File: src/rtl/mem_port_arbiter.sv
`default_nettype none
// ============================================================================
//  Module      : mem_port_arbiter
//  Description : Shares one single-port synchronous memory between instruction
//                fetch (read-only) and the load/store path (read/write).
//                Data accesses win unless fetch has been starved too long.
//  Revision    : 1.0  initial release
// ============================================================================
module mem_port_arbiter #(
    parameter int AW         = 16,
    parameter int DW         = 32,
    parameter int STARVE_MAX = 4
) (
    input  logic          clk,
    input  logic          rst,

    input  logic          if_req_i,
    input  logic [AW-1:0] if_addr_i,
    output logic          if_gnt_o,
    output logic          if_stall_o,
    output logic          if_rvalid_o,
    output logic [DW-1:0] if_rdata_o,

    input  logic          d_req_i,
    input  logic          d_we_i,
    input  logic [AW-1:0] d_addr_i,
    input  logic [DW-1:0] d_wdata_i,
    output logic          d_gnt_o,
    output logic          d_rvalid_o,
    output logic [DW-1:0] d_rdata_o,

    output logic [AW-1:0] mem_a_o,
    output logic          mem_w_o,
    output logic [DW-1:0] mem_d_o,
    input  logic [DW-1:0] mem_q_i
);

    localparam logic [1:0] c_rsp_idle  = 2'd0;
    localparam logic [1:0] c_rsp_if_rd = 2'd1;
    localparam logic [1:0] c_rsp_d_rd  = 2'd2;

    localparam logic [3:0] c_starve_max = 4'(STARVE_MAX);

    logic [1:0] rsp_q;
    logic [1:0] rsp_d;
    logic [3:0] starve_cnt_q;
    logic [3:0] starve_cnt_d;

    logic       w_starve_flag;
    logic       w_d_gnt;
    logic       w_if_gnt;

    // ------------------------------------------------------------------
    // Arbitration: data wins contention unless fetch has hit the limit.
    // Grants are suppressed while reset is asserted.
    // ------------------------------------------------------------------
    always_comb begin
        w_starve_flag = (starve_cnt_q == c_starve_max);
        w_d_gnt       = rst & d_req_i & ~(if_req_i & w_starve_flag);
        w_if_gnt      = rst & if_req_i & ~w_d_gnt;
    end

    assign if_gnt_o   = w_if_gnt;
    assign d_gnt_o    = w_d_gnt;
    assign if_stall_o = if_req_i & ~w_if_gnt;

    // Idle cycles fall through to a fetch-address read, which is harmless.
    always_comb begin
        mem_a_o = if_addr_i;
        mem_w_o = 1'b0;
        mem_d_o = '0;
        if (w_d_gnt) begin
            mem_a_o = d_addr_i;
            mem_w_o = d_we_i;
            mem_d_o = d_wdata_i;
        end
    end

    // ------------------------------------------------------------------
    // Starvation counter
    // ------------------------------------------------------------------
    always_comb begin
        starve_cnt_d = starve_cnt_q;
        if (!if_req_i || w_if_gnt) begin
            starve_cnt_d = 4'd0;
        end else if (w_d_gnt && !w_starve_flag) begin
            starve_cnt_d = starve_cnt_q + 4'd1;
        end
    end

    always_ff @(posedge clk) begin
        if (!rst) begin
            starve_cnt_q <= 4'd0;
        end else begin
            starve_cnt_q <= starve_cnt_d;
        end
    end

    // ------------------------------------------------------------------
    // Response-owner FSM: state register
    // ------------------------------------------------------------------
    always_ff @(posedge clk) begin
        if (!rst) begin
            rsp_q <= c_rsp_idle;
        end else begin
            rsp_q <= rsp_d;
        end
    end

    // Next-state: the owner of the read issued this cycle; stores answer nothing.
    always_comb begin
        rsp_d = c_rsp_idle;
        if (w_if_gnt) begin
            rsp_d = c_rsp_if_rd;
        end else if (w_d_gnt && !d_we_i) begin
            rsp_d = c_rsp_d_rd;
        end
    end

    // Output decode
    always_comb begin
        if_rvalid_o = (rsp_q == c_rsp_if_rd);
        d_rvalid_o  = (rsp_q == c_rsp_d_rd);
        if_rdata_o  = if_rvalid_o ? mem_q_i : '0;
        d_rdata_o   = d_rvalid_o  ? mem_q_i : '0;
    end

endmodule
`default_nettype wire

File: config.mk
export PLATFORM = sky130hd
export DESIGN_NAME = mem_port_arbiter
export DESIGN_NICKNAME = d
export VERILOG_FILES = /design/src/rtl/mem_port_arbiter.sv
export SDC_FILE = /design/constraint.sdc
export NUM_CORES = 1
export LEC_CHECK = 0
export ABC_AREA = 1
export CORE_AREA = 4 4 98 77
export CTS_BUF_LIST = sky130_fd_sc_hd__clkbuf_4 sky130_fd_sc_hd__clkbuf_8
export CTS_CLUSTER_DIAMETER = 120
export DETAILED_ROUTE_END_ITERATION = 12
export DIE_AREA = 0 0 102 81
export GPL_ROUTABILITY_DRIVEN = 1
export PLACE_DENSITY_LB_ADDON = 0.05
export SLEW_MARGIN = 20
export SYNTH_ARGS = -nofsm -noshare
export SYNTH_HDL_FRONTEND = slang
export SYNTH_SLANG_ARGS = --single-unit
File: constraint.sdc
create_clock -name clk -period 1.3 [get_ports clk]
set_input_delay 0.195 -clock clk [delete_from_list [all_inputs] [get_ports clk]]
set_output_delay 0.195 -clock clk [all_outputs]
set_load 0.02 [all_outputs]
Word-level counts from Yosys, hierarchy flattened
Index checks and enable logic that the tools add are counted.
{ "totals": {"ff_bits": 6, "in_bits": 101, "output_inout_bits": 118, "wordCells": 32} }
{ "classes": {"add_sub_neg": 1, "n_eq_ne": 3, "n_mux": 7, "n_bitwise": 10, "n_reduce_logical": 8} }
{ "op_table": {"columns": ["op", "n"], "rows": [
  ["32-bit two-way mux", 3],
  ["16-bit two-way mux", 1],
  ["1-bit AND", 6],
  ["4-bit by 1-bit adder with 4-bit output, second input constant", 1],
  ["4-bit by 3-bit == test with 1-bit output, second input constant", 1],
  ["1-bit NOT", 4],
  ["2-bit OR reduction", 2],
  ["1-bit logical NOT", 3],
  ["2-bit by 1-bit == test with 1-bit output, second input constant", 1],
  ["2-bit == test, second input constant", 1],
  ["1-bit logical AND", 2],
  ["1-bit two-way mux", 2],
  ["2-bit two-way mux", 1],
  ["1-bit logical OR", 1]
]} }

Longest topological paths before layout
Gate-level depths: netlist (run 1).
{ "depth": {"word_depth": 8, "ltp_mapped": 8} }

Worst setup path before layout (run 1)
No wires, ideal clock.
{ "synth_path": {"kind": "register to output", "startpoint": "reg starve_cnt_q[0]", "endpoint": "out if_stall_o", "t_arrival_ns": 1.300, "t_required_ns": 1.105, "setup_slack_ns": -0.195, "path_stages_with_launch": 6, "cell_sequence": "dfxtp_1 > inv_1 > ha_1 > nand4_1 > nand2_2 > a21boi_0"} }
{ "synth_via": {"elab_chain_cells": 8} }
{ "synth_rtl": {"columns": ["element", "line_no", "rtl"], "rows": [
  ["from (decl)", "46", "logic [3:0] starve_cnt_q;"],
  ["from (signal assigned)", "95", "starve_cnt_q <= starve_cnt_d;"],
  ["4-bit by 3-bit == test with 1-bit output", "58", "w_starve_flag = (starve_cnt_q == c_starve_max);"],
  ["1-bit AND", "59", "w_d_gnt = rst & d_req_i & ~(if_req_i & w_starve_flag);"],
  ["1-bit NOT", "59", null],
  ["1-bit AND", "59", null],
  ["1-bit NOT", "60", "w_if_gnt = rst & if_req_i & ~w_d_gnt;"],
  ["1-bit AND", "60", null],
  ["1-bit NOT", "65", "assign if_stall_o = if_req_i & ~w_if_gnt;"],
  ["1-bit AND", "65", null],
  ["to (decl)", "20", "output logic if_stall_o,"]
]} }
No other way between the ends.

Worst setup path in the final report (run 1)
{ "layout_path": {"startpoint": "reg starve_cnt_q[1]", "endpoint": "out mem_a_o[2]"} }
{ "layout_via": {"elab_chain_cells": 5} }
{ "layout_rtl": {"columns": ["element", "line_no", "rtl"], "rows": [
  ["4-bit by 3-bit == test with 1-bit output", "58", null],
  ["1-bit AND", "59", null],
  ["1-bit NOT", "59", null],
  ["1-bit AND", "59", null],
  ["16-bit two-way mux", "72", "if (w_d_gnt) begin"],
  ["to (decl)", "32", "output logic [AW-1:0] mem_a_o,"]
]} }
No other way between the ends.

==> impl_metrics.tcl, run 1 <==
set metrics [dict create \
    avgSynthCellArea_sq_um 4.35 \
    fin_skew_ns 0.00351 \
    crit_buf_inv 4 \
    die_h_um 81 \
    ir_worst_vdd_v 0.000251 \
    synth_top_area_frac 0.354 \
    nFillCells 477 \
    maxSlewHeadroom 0.860 \
    setup_viol 100 \
    grt_setup_unrepaired "true" \
    worstPathRequired_ns 1.11 \
    dieArea_sq_mm 0.00826 \
    row_count 26 \
    synth.area.top_cells "nor2_1 35%, inv_1 24%, nand2_1 18%" \
    core-area_sq_mm 0.00664 \
    setup_slack_ns -0.424 \
    crit_path_max_fanout 7 \
    drtPass1Iterations 4 \
    cts.sinks 6 \
    post-route-period-util 1.33 \
    grt_pass1_vias 2530 \
    antennaDiodeCount 0 \
    worstSkewPairLatency_ns 0.22 \
    syn-cell-area_sq_mm 0.00114 \
    start_util 0.172 \
    postRouteAntennaNets 0 \
    finalSetupTns_ns -25.17 \
    ys_seq_area_frac 0.105 \
    hold_viol 0 \
    layout.cells.most_common "clkdlybuf4s50_1" \
    vias 2435 \
    instances_no_fill 591 \
    cts.path.max_buffers 2 \
    drc 0 \
    yosys_warnings 0 \
    wirelength_um 8500 \
    yosys.area.top_type "nor2_1" \
    path_cells "inv_2 -> ha_4 -> nand4_1 -> nand2_4 -> buf_12 -> buf_16 -> nand2_4 -> nand2_4 -> buf_6" \
    cp_data_arrival_time_ns 1.53 \
    fmax_ghz 0.580 \
    fin_util 0.739 \
    p_total_mw 1.97 \
    fin_nets 612 \
    clkSlewWorstSetupHoldPaths_ns 0.04 \
    synth.distinct_cells 15 \
    dr.first_iter.drc_count 18 \
    regArea_sq_um 125 \
    cts_made_buffers 3 \
    maxCapViolations 0 \
    post-dp-hpwl_um 5890 \
    endpoint_kind "primary output" \
    ios 219 \
    cellLeakagePower_nw 2.34 \
    outcome "complete, but fails checks" \
    antenna_found_initial 0 \
    slowest_stage "dfxtp_2" \
    cp-startpoint "starve_cnt_q[1]$_SDFFE_PP0P_" \
    grt.overflow.total 0 \
    syn_inst 263 \
    multi_input_area_sq_mm 0.00155 \
    crit_path_frequent_cell "nand2_4" \
    hold_class "reg2reg" \
    holdCritStartpoint "starve_cnt_q[0]$_SDFFE_PP0P_" \
    cpPeakStageDelay_ns 0.31 \
    track_usage 0.188 \
    p_per_area_mw_per_mm2 402 \
    grt_pass1_wl_um 12400 \
    start_kind "register" \
    worst_slew_pin_slew_ns 0.210 \
    port_buffers 218 \
    grt_max_degree 20 \
    ys_seq_elements 6 \
    gp_congestion 0.725 \
    wire_per_inst_um 14.4 \
    finalMaxSlewViolations 0 \
    final_cell_area_sq_mm 0.00491 \
    h-tree-depth 1 \
    finalCriticalPeriod_ns 1.72 \
    syn_to_final_growth_pct 329 \
    placed_cell_area_sq_mm 0.00396 \
    cts_tree "built" \
    drive_above_1_share 0.594 \
    path_delay_family "buffers and inverters" \
    via_per_inst 4.12 \
    dieWidth_um 102 \
    cts_root_buf "clkbuf_8" \
    syn_nets 366 \
    critical_path_class "reg2out" \
    dp_cells 571 \
    layout_common_cells "100 x clkdlybuf4s50_1, 99 x buf_6, 83 x nor2_4, 69 x inv_1, 30 x buf_4" \
    violations "setup timing" \
    r2r-start "starve_cnt_q[1]$_SDFFE_PP0P_" \
]
## metal layers
| layer | share of wire | vias to the layer above | track usage |
|---|---|---|---|
| li1 | - | 1209 | - |
| met3 | 0.11 | 4 | 0.0661 |
| met4 | 0.0076 | 0 | 0.0354 |
| met1 | 0.31 | 1104 | 0.184 |
| met2 | 0.57 | 118 | 0.380 |
| met5 | 0 | - | 0 |
## synthesized netlist by cell type
master,n
buf_6,1
nand4_1,1
a21boi_0,1
nand2_2,1
xnor2_1,1
nand2_1,54
inv_4,1
buf_2,6
dfxtp_1,6
nor2_1,108
nand3_1,2
buf_4,2
inv_1,74
clkbuf_1,3
ha_1,2
## per-stage QoR
stage | hold slack (ns) | worst slack [ns]
detailed placement | 0.508 | -0.941
global placement | 0.502 | -0.879
CTS | 0.518 | -0.426
floorplan | 0.267 | -0.0566
finish | 0.518 | -0.424
global route | 0.551 | -0.522
## sequential cells by signal (all words and copies together) (netlist names)
register	cells
starve_cnt_q	4
rsp_q	2
## worst paths after layout
path                                   to  slack (ns)  cells past startpoint
max                            mem_a_o[2]       -0.42                      9
min          starve_cnt_q[0]$_SDFFE_PP0P_        0.52                      2
max reg2reg           rsp_q[1]$_SDFF_PP0_        0.08                      7
min reg2reg  starve_cnt_q[0]$_SDFFE_PP0P_        0.52                      2
## area by class of cell
class / instances / area share
Tap cell: 84 / 0.0214
Timing Repair Buffer: 253 / 0.567
Clock buffer: 3 / 0.00841
Sequential cell: 6 / 0.0255
Inverter: 75 / 0.0622
Multi-Input combinational cell: 170 / 0.316
## power by group
part           internal, mW  switching, mW  total (mW)
Combinational         0.789          0.712        1.50
Clock                 0.199         0.0799       0.279
Sequential            0.190        0.00408       0.194
Total                  1.18          0.796        1.97
## cells by family (layout without fill, tap and decap cells)
family | count (synthesis) | after routing | share of synthesized area
and+or+nand+nor | 166 | 166 | 0.551
buffers and inverters | 87 | 331 | 0.307
DFF | 6 | 6 | 0.105
adders and majority gates | 2 | 2 | 0.0219
AOI/OAI and AO/OA | 1 | 1 | 0.00657
xor gates and xnor gates | 1 | 1 | 0.00766
## worst min-delay path, cell delays in order, from the launching register on
cell and delay, ns:
dfxtp_2 0.33, buf_4 0.12, nor2_1 0.04
## what timing repair did
action / 4_1_cts / 5_1_grt
cloned: 9 / 0
pin swaps: 10 / 6
hold endpoints to repair: 0 / 0
hold buffers: 0 / 0
endpoints found under the setup margin: 118 / 121
buffers inserted: 9 / 1
resized for setup: 743 / 103
(Power assumes the default switching activity.)
==> run 2: changes to the inputs <==
Settings changed: CTS_CLUSTER_DIAMETER 120 to unset.
==> results of run 2 <==
The final DEF is identical to that of run 1; final timing and power are the same.
==> run 3: changes to the inputs <==
Settings changed: CORE_AREA 4 4 98 77 to 4 4 81 91, DIE_AREA 0 0 102 81 to 0 0 85 95.
==> impl_metrics.tcl, run 3 (same netlist as run 1, synthesis figures left out) <==
set metrics [dict create \
    hold_viol 0 \
    cp_data_arrival_time_ns 1.65 \
    cts_tree "built" \
    finalCriticalPeriod_ns 1.84 \
    fmax_ghz 0.542 \
    start_util 0.177 \
    dp_cells 572 \
    cts_made_buffers 3 \
    wirelength_um 10300 \
    worst_slew_pin_slew_ns 0.246 \
    gp_congestion 0.793 \
    setup_slack_ns -0.544 \
    multi_input_area_sq_mm 0.00164 \
    slowest_stage "dfxtp_2" \
    regArea_sq_um 128 \
    critical_path_class "reg2out" \
    h-tree-depth 1 \
    die_h_um 95 \
    setup_viol 118 \
    via_per_inst 4.31 \
    maxCapViolations 0 \
    top_register "starve_cnt_q" \
    holdCritStartpoint "d_req_i" \
    track_usage 0.185 \
    layout_common_cells "130 x buf_6, 99 x nor2_4, 98 x clkdlybuf4s50_1, 67 x inv_1, 22 x nand2_1" \
    fin_skew_ns 0.00244 \
    largest_register_ffs 4 \
    violations "setup timing" \
    grt_pass1_vias 2527 \
    post-dp-hpwl_um 6150 \
    grt_pass1_wl_um 12100 \
    ir_worst_vdd_v 0.000399 \
    cpPeakStageDelay_ns 0.31 \
    r2r-start "starve_cnt_q[1]$_SDFFE_PP0P_" \
    maxSlewHeadroom 0.836 \
    cp-startpoint "starve_cnt_q[1]$_SDFFE_PP0P_" \
    cts.sinks 6 \
    finalMaxSlewViolations 0 \
    port_buffers 218 \
    wire_per_inst_um 16.8 \
    outcome "complete, but fails checks" \
    worstPathRequired_ns 1.11 \
    nFillCells 400 \
    postRouteAntennaNets 0 \
    antennaDiodeCount 0 \
    fin_nets 633 \
    hold_class "in2reg" \
    dieWidth_um 85 \
    grt_max_degree 19 \
    p_per_area_mw_per_mm2 396 \
    finalSetupTns_ns -32.61 \
    path_delay_family "buffers and inverters" \
    start_kind "register" \
    cts.path.max_buffers 2 \
    crit_buf_inv 5 \
    dr.first_iter.drc_count 25 \
    worstSkewPairLatency_ns 0.22 \
    cts_root_buf "clkbuf_8" \
    grt.overflow.total 0 \
    grt_setup_unrepaired "true" \
    post-route-period-util 1.42 \
    drive_above_1_share 0.614 \
    crit_path_max_fanout 10 \
    syn_to_final_growth_pct 362 \
    ios 219 \
    vias 2631 \
    crit_path_frequent_cell "nand2_4" \
    drc 0 \
    largestRegisters "starve_cnt_q (4), rsp_q (2)" \
    drtPass1Iterations 4 \
    clkSlewWorstSetupHoldPaths_ns 0.04 \
    antenna_found_initial 0 \
    cellLeakagePower_nw 2.51 \
    row_count 31 \
    core-area_sq_mm 0.00648 \
    whs_ns 0.419 \
    endpoint_kind "primary output" \
    dieArea_sq_mm 0.00808 \
    layout.cells.most_common "buf_6" \
    instances_no_fill 610 \
    path_cells "inv_2 -> ha_4 -> nand4_1 -> nand2_4 -> buf_12 -> inv_8 -> buf_12 -> nand2_4 -> nand2_4 -> buf_6" \
]
[run 3: changes by cell type in the layout (fill, tap and decap cells not counted), moves of 4 or more]
cell and change:
buf_16 -4, buf_4 -15, nor2_4 +16, nand2_4 -4, nor2_2 -13, buf_12 +4
buf_6 +31
[run 3: per-stage QoR]
stage | setup slack, ns | instance area [sq um] | total power [mW] | util
finish | -0.544 | 5290 | 2.10 | 0.816
detailed placement | -0.944 | 3990 | 1.39 | 0.616
floorplan | -0.0566 | 1570 | 0.713 | -
CTS | -0.512 | 4570 | 1.88 | 0.705
global placement | -0.906 | 3990 | 1.38 | 0.616
global route | -0.625 | 5290 | 2.19 | 0.816
[run 3: final cells by class]
| cell class | instances | share of cell area |
|---|---|---|
| clock buffer | 3 | 0.00781 |
| inverter | 75 | 0.0551 |
| multi-input combinational | 171 | 0.311 |
| sequential | 6 | 0.0241 |
| tap | 82 | 0.0194 |
| timing repair buffer | 273 | 0.583 |
[run 3: timing repair]
item | in CTS | in global routing
hold buffers | 0 | 0
pin swaps | 13 | 14
hold endpoints to repair | 0 | 0
setup buffers | 17 | 9
resized for setup | 693 | 199
setup endpoints to repair | 118 | 123
gates cloned | 9 | 4
[run 3: path summary, 6_finish.rpt]
kind	end	slack (ns)	depth (start not counted)
min	starve_cnt_q[3]$_SDFFE_PP0P_	0.42	5
min reg2reg	starve_cnt_q[0]$_SDFFE_PP0P_	0.51	2
max	mem_a_o[2]	-0.54	10
max reg2reg	rsp_q[0]$_SDFF_PN0_	-0.02	8
[run 3: report_power, final]
part	internal, mW	leakage [nW]	total [mW]	switching [mW]
clock network	0.199	0.0216	0.276	0.0772
logic	0.857	2.44	1.63	0.770
registers	0.189	0.0508	0.194	0.00480
total	1.24	2.51	2.10	0.852
[run 3: worst min-delay path, cell delays in order]
cell and delay (ns):
dlymetal6s2s_1 0.13, nand2_2 0.07, nor2_1 0.07, nor2_1 0.08
nor2_1 0.05
[run 3: routing by layer]
| layer | GRT usage | share of wire |
|---|---|---|
| met3 | 0.0567 | 0.087 |
| met5 | 0 | 0 |
| met4 | 0.0383 | 0.034 |
| met1 | 0.174 | 0.29 |
| met2 | 0.386 | 0.58 |
